<file path="src/rtl/srl_fifo_pkg.sv">
// Shared types and constants for the SRL-based FIFO (srl_fifo).
package srl_fifo_pkg;

  localparam int SRL_MAX_DEPTH = 32;

  typedef logic [5:0] lvl_t;

  function automatic int clog2(input int value);
    int r;
    r = 0;
    while ((1 << r) < value) r++;
    return r;
  endfunction

  localparam int SRL_AW = clog2(SRL_MAX_DEPTH);

endpackage

</file>
<file path="src/rtl/srl_fifo_bank.sv">
// WIDTH lanes of 32-deep addressable shift registers (SRLC32E behaviour, INIT=0).
// All lanes share the shift enable and the read address.
module srl_fifo_bank
  import srl_fifo_pkg::*;
#(
  parameter int WIDTH = 8
) (
  input  logic              i_clk,
  input  logic              i_ce,
  input  logic [SRL_AW-1:0] i_a,
  input  logic [WIDTH-1:0]  i_d,
  output logic [WIDTH-1:0]  o_q
);

  for (genvar g = 0; g < WIDTH; g++) begin : g_lane
    logic [SRL_MAX_DEPTH-1:0] r_srl;

    // New data enters at bit 0; address k reads the word shifted in k pushes ago.
    always_ff @(posedge i_clk) begin
      if (i_ce) r_srl <= {r_srl[SRL_MAX_DEPTH-2:0], i_d[g]};
    end

    assign o_q[g] = r_srl[i_a];
  end

endmodule

</file>
<file path="src/rtl/srl_fifo.sv">
// Valid/ready FIFO over SRL storage; read address = occupancy - 1.
// Define SRL_FIFO_OREG_EN to add a registered output stage (capacity DEPTH+1).
module srl_fifo
  import srl_fifo_pkg::*;
#(
  parameter int WIDTH = 8,
  parameter int DEPTH = 32
) (
  input  logic             CLK,
  input  logic             RST,
  input  logic             S_VALID,
  output logic             S_READY,
  input  logic [WIDTH-1:0] S_DATA,
  output logic             M_VALID,
  input  logic             M_READY,
  output logic [WIDTH-1:0] M_DATA,
  output lvl_t             LEVEL
);

  if (DEPTH < 2 || DEPTH > SRL_MAX_DEPTH) begin : g_bad_depth
    $error("srl_fifo: DEPTH must be in 2..32");
  end
  if (WIDTH < 1 || WIDTH > 64) begin : g_bad_width
    $error("srl_fifo: WIDTH must be in 1..64");
  end

  // Handshake: a word moves on a side when its valid and ready are both high
  // at the rising edge; ready never depends on the same side's valid.
  lvl_t              r_cnt;
  logic              w_push;
  logic              w_pop;
  logic              w_srl_valid;
  logic [SRL_AW-1:0] w_addr;
  logic [WIDTH-1:0]  w_q;

  assign S_READY     = (r_cnt != lvl_t'(DEPTH));
  assign w_push      = S_VALID & S_READY;
  assign w_srl_valid = (r_cnt != '0);
  assign w_addr      = r_cnt[SRL_AW-1:0] - SRL_AW'(1);

  srl_fifo_bank #(
    .WIDTH (WIDTH)
  ) u_bank (
    .i_clk (CLK),
    .i_ce  (w_push),
    .i_a   (w_addr),
    .i_d   (S_DATA),
    .o_q   (w_q)
  );

  always_ff @(posedge CLK or posedge RST) begin
    if (RST) begin
      r_cnt <= '0;
    end else begin
      case ({w_push, w_pop})
        2'b10:   r_cnt <= r_cnt + lvl_t'(1);
        2'b01:   r_cnt <= r_cnt - lvl_t'(1);
        default: r_cnt <= r_cnt;
      endcase
    end
  end

`ifdef SRL_FIFO_OREG_EN
  logic             r_oreg_v;
  logic [WIDTH-1:0] r_oreg;

  // The SRL head moves into the output register whenever that slot is free
  // or being drained this cycle.
  assign w_pop = w_srl_valid & (~r_oreg_v | M_READY);

  always_ff @(posedge CLK or posedge RST) begin
    if (RST) begin
      r_oreg_v <= 1'b0;
      r_oreg   <= '0;
    end else begin
      if (w_pop) begin
        r_oreg_v <= 1'b1;
        r_oreg   <= w_q;
      end else if (M_READY) begin
        r_oreg_v <= 1'b0;
      end
    end
  end

  assign M_VALID = r_oreg_v;
  assign M_DATA  = r_oreg;
  assign LEVEL   = r_cnt + lvl_t'(r_oreg_v);
`else
  assign w_pop   = w_srl_valid & M_READY;
  assign M_VALID = w_srl_valid;
  assign M_DATA  = w_q;
  assign LEVEL   = r_cnt;
`endif

endmodule

</file>
<file path="config.mk">
export PLATFORM = sky130hd
export DESIGN_NAME = srl_fifo
export DESIGN_NICKNAME = d
export VERILOG_FILES = /design/src/rtl/srl_fifo_pkg.sv /design/src/rtl/srl_fifo_bank.sv /design/src/rtl/srl_fifo.sv
export SDC_FILE = /design/constraint.sdc
export NUM_CORES = 1
export LEC_CHECK = 0
export ABC_AREA = 0
export CAP_MARGIN = 20
export CORE_UTILIZATION = 59
export CTS_BUF_LIST = sky130_fd_sc_hd__clkbuf_4 sky130_fd_sc_hd__clkbuf_8 sky130_fd_sc_hd__clkbuf_16
export DETAILED_ROUTE_END_ITERATION = 7
export PLACE_DENSITY_LB_ADDON = 0.2
export SYNTH_ARGS = -nofsm -noshare
export SYNTH_HDL_FRONTEND = slang
export SYNTH_SLANG_ARGS = --single-unit
export TNS_END_PERCENT = 30
</file>
<file path="constraint.sdc">
create_clock -name CLK -period 8.95 [get_ports CLK]
set_input_delay 2.2375 -clock CLK [delete_from_list [all_inputs] [get_ports CLK]]
set_output_delay 2.2375 -clock CLK [all_outputs]
set_load 0.005 [all_outputs]
</file>
### After elaboration in Yosys (flattened, before gate mapping)

Cells that the tools add are included.

* bits of input ports: 12
* bits in registers: 262
* output and inout bits: 16
* logic and storage cells: 37

* $lt $le $gt $ge: 1
* reductions and logical operators: 2
* mux-type cells: 17
* $add $sub $neg: 3
* bitwise gates (word level): 2
* eq/ne operators: 3

Operators with widths (count)
* 1-bit binary-select mux with 5-bit select: 8
* 6-bit one-hot mux with 2 select lines: 1
* 1-bit two-way mux: 8
* 6-bit by 1-bit adder with 6-bit output (second input constant): 1
* 5-bit by 6-bit < comparator with 1-bit output (second input constant): 1
* 6-bit != test (second input constant): 1
* 6-bit nonzero test: 1
* 6-bit by 1-bit subtractor with 6-bit output (second input constant): 1
* 5-bit by 1-bit subtractor with 5-bit output (second input constant): 1
* 1-bit AND: 2
* 2-bit by 1-bit equality test with 1-bit output (second input constant): 1
* 2-bit equality test (second input constant): 1
* 2-bit nonzero test: 1

### Depth between registers and ports, before layout

* depth after elaboration: 4
* gate-level depth with buffers: 16
* depth with buffers taken out: 12

### Cells and area by module

Synthesis repeated with hierarchy kept, for this count alone.

* cell total of the unflattened synthesis: 423
* area, all modules: 10242.3 µm²

Modules (own cells, without submodules)
* srl_fifo_bank: cells each 363, seq. area each 7687.4 µm², area an instance 9681.8 µm², times used 1
* srl_fifo: cells each 60, seq. area each 150.1 µm², area an instance 560.5 µm², times used 1

### Least setup slack after synthesis

No wires, ideal clock.

* path kind: input to register
* start point: in S_VALID
* end point: reg u_bank.g_lane[0].r_srl[0] (enable)
* buffers on the path: 0
* setup time: 0.650 ns
* arrival: 8.023 ns
* data required time: 8.300 ns
* slack: 0.277 ns
* stages on the path: 1
* cells stage by stage: and2_1

* longest elaborated chain between the ends: 1

RTL lines
* from (decl): line srl_fifo.sv:11 `input logic S_VALID,`
* 1-bit AND: line srl_fifo.sv:37 `assign w_push = S_VALID & S_READY;`
* to (signal assigned): line srl_fifo_bank.sv:20 `if (i_ce) r_srl <= {r_srl[SRL_MAX_DEPTH-2:0], i_d[g]};`
* to (decl): line srl_fifo_bank.sv:16 `logic [SRL_MAX_DEPTH-1:0] r_srl;`

No other way between the ends.
A chain may end at the register's enable or synchronous reset.

### Final worst setup path

* start point: reg r_cnt[0], in the netlist LEVEL[0]
* end point: out M_DATA[1]

* longest elaborated chain between the ends: 3

RTL lines
* from (decl): line srl_fifo.sv:29 `lvl_t r_cnt;`
* from (signal assigned): line srl_fifo.sv:56 `2'b10: r_cnt <= r_cnt + lvl_t'(1);`
* from (signal assigned): line srl_fifo.sv:57 `2'b01: r_cnt <= r_cnt - lvl_t'(1);`
* from (signal assigned): line srl_fifo.sv:58 `default: r_cnt <= r_cnt;`
* 5-bit by 1-bit subtractor with 5-bit output: line srl_fifo.sv:39 `assign w_addr = r_cnt[SRL_AW-1:0] - SRL_AW'(1);`
* via u_bank.i_a[0]: line srl_fifo_bank.sv:10 `input logic [SRL_AW-1:0] i_a,`
* 1-bit binary-select mux with 5-bit select: line srl_fifo_bank.sv:23 `assign o_q[g] = r_srl[i_a];`
* 1-bit two-way mux (not written as such): line srl_fifo_bank.sv:23
* to (decl): line srl_fifo.sv:16 `output logic [WIDTH-1:0] M_DATA,`

The timed path passes the listed nets, and every way through them passes these cells. The select of a mux whose other input is x is not followed.

==> results.md <==
- Post-DR wirelength/cell: 22.1 um
- Hold Buf Count CTS: 0
- H-tree levels: 1
- Netlist cell types: 54
- Vias per Instance: 6.19
- Met2 WL: 8190 um
- Fmax: 150 MHz
- Register area share after synthesis: 74.3%
- Worst-path maximum fanout: 44
- Predominant post-synthesis flop cell: edfxtp_1
- Core area: 17,400 um2
- Synthesized area per cell: 21.6 um2
- Filler instances: 1,062
- DP HPWL: 9780 um
- PwrDens: 366 nW/um2
- First-pass GRT wire length: 27,600 um
- Met3 wire length: 710 um
- Min Tclk post-route: 6650 ps
- CP top delay family: buffers and inverters
- Initial antenna violation count: 0
- Worst EP required: 6710 ps
- I/O pin cnt: 28
- Pins over their slew limit: 0
- Arrival time at the worst endpoint: 4410 ps
- Setup Skew: 8.32 ps
- Status: finished clean
- DP Area: 10,900 um2
- Final setup vio count: 0
- Period utilization: 74.3%
- Total CTS buffers: 26
- Yosys warns: 0
- Worst vdd ir: 0.220 mV
- Final nets: 543
- DRT Pass-1 Iters: 5
- Vias in the first global route: 4,881
- Crit. End Element: primary output
- Clock Sink Count: 262
- GP Congestion: 0.730
- WP buf/inv: 3
- Detailed Route WL: 17,000 um
- DRC Markers: 0
- Die height: 136 um
- Total Routing Usage GR: 19.7%
- Slowest cell on crit path: ha_2
- RSZ-0062 raised after global routing: false
- Crit path largest cell delay: 710 ps
- Actual slew at the worst max-slew pin: 1300 ps
- M1 WL: 7830 um
- Highest Signal Layer: met4
- Post-CTS sizing: 0
- Setup Buffers After CTS: 0
- Initial drt markers: 515
- Post-route cell area: 11,800 um2
- Number of port buffers: 27
- Die area: 18,400 um2
- Layout area overhead: 11.7%
- Deepest clock path buffer count: 3
- Worst Setup Start Kind: register
- Max_cap viols: 0
- Clock transition at path regs: 60 ps
- FP Rows: 48
- Antenna diodes: 0
- Share of post-route cells with drive strength above 1: 24.5%
- Clock latency on the worst-skew pair: 520 ps
- Vias: 4,756
- Antenna viol nets, final: 0
- Setup TNS: 0 ps
- Ys async rst share: 2.29%
- Worst hold path type: register to register
- CTS tree: yes
- Number of synthesized flops with an enable pin: 256
- Cell Area, Synth: 10,500 um2
- Starting density of the core: 60.8%
- Synthesized instance count: 489
- Mapped Nets: 508
- Critical path class: register to primary output
- Die Width: 136 um
- Static Leak: 0.00396 uW
- CP cell instances: inv_1, ha_2, buf_4, mux4_2, mux2_2, a31oi_1, a2111oi_1, clkdlybuf4s50_1
- Maximum number of pins on one net before global-route repair: 243
- Final Hold Fails: 0
- Max-Slew Margin vs Limit: 13.5%
- Overflow after GRT: 0
- Post-synthesis register bit count: 262
- Clock Tree Root: clkbuf_16
stage by stage:
stage                     setup slack (ps)  hold WS (ps)  util [%]  total power, uW  cells
after floorplan                        277           421         -             2900    489
after global placement                2710           426      63.0             3270    720
after CTS                             2130           443      67.7             4360    767
final                                 2300           441      67.9             4310    768
after detailed placement              2690           430      63.0             3320    720
after global routing                  2080           452      67.9             4540    768
cell families after synthesis:
logic type / Yosys count / share of synthesized area (%)
simple gates: 63 / 3.29
fa+ha+maj: 7 / 0.902
compound gates: 41 / 3.22
mux: 81 / 15.4
buf+inv: 28 / 2.17
flops: 262 / 74.3
xor+xnor: 7 / 0.724
final timing paths:
kind                                           start                         to  slack [ps]  depth (start not counted)
min in group asynchronous                        RST                   LEVEL[2]        1930                          2
min reg2reg                u_bank.g_lane[7].r_srl[7]  u_bank.g_lane[7].r_srl[8]         440                          0
max                                         LEVEL[0]                  M_DATA[1]        2300                          8
max in group asynchronous                        RST                   LEVEL[0]        6800                          2
max reg2reg                                 LEVEL[0]                   LEVEL[5]        5300                         11
min                        u_bank.g_lane[7].r_srl[7]  u_bank.g_lane[7].r_srl[8]         440                          0
cell usage after synthesis, drive strengths merged (3+ instances only):
cell type  count  share of area [%]
and3           8               0.47
a221oi         8               0.66
edfxtp       256                 73
buf           23                2.0
a31oi          8               0.47
mux4          64                 14
xor2           3               0.32
ha             6               0.71
inv            3               0.11
a2111oi        8               0.81
nor2           3               0.11
nand2b         3               0.18
xnor2          4               0.40
dfrtp          6                1.4
mux2i          8               0.76
and2          10               0.59
nand2         25               0.89
o21ai          4               0.19
mux2           9               0.96
power by group:
part | leakage, uW | switching (uW) | internal [uW]
Clock | 0.000413 | 425 | 596
Sequential | 0.00257 | 141 | 1580
Combinational | 0.000981 | 747 | 824
layout by cell type (no fill, tap or decap), types with 4 or more instances in the layout:
cell type,count
a31oi_1,8
clkbuf_4,10
ha_1,5
edfxtp_1,256
a221oi_1,8
dfrtp_1,5
nand2_1,25
and2_1,8
mux2_2,9
clkinv_1,4
clkdlybuf4s50_1,27
mux4_2,64
mux2i_1,8
clkinv_2,5
and3_1,8
clkbuf_16,26
a2111oi_1,7
worst register-to-register path: cells and delay by family (launching register included):
family,cells,cell delay (ps)
AOI/OAI and AO/OA,2,540
xor gates and xnor gates,1,170
adders and majority gates,3,1070
buffers and inverters,1,130
DFF,1,640
and+or+nand+nor,4,1010
registers in the layout, summed over array words and instances, names as in the netlist:
register             cells
u_bank.g_lane.r_srl    256
LEVEL                    6
area by class of cell:
cell class | instances | area (um2) | area share, %
multi-input cells | 199 | 2500 | 21.2
clock inverters | 11 | 86.3 | 0.733
well taps | 225 | 282 | 2.39
clock buffers | 36 | 726 | 6.16
inverters | 3 | 11.3 | 0.0956
repair buffers | 32 | 340 | 2.89
flip-flops and latches | 262 | 7840 | 66.5
routing by layer:
| metal | vias to the layer above | global-route usage (%) |
|---|---|---|
| met5 | - | 0 |
| met2 | 96 | 30.4 |
| li1 | 2131 | - |
| met1 | 2503 | 29.7 |
| met3 | 26 | 3.82 |
| met4 | 0 | 4.43 |
No activity file was read; power rests on OpenSTA's default activity.
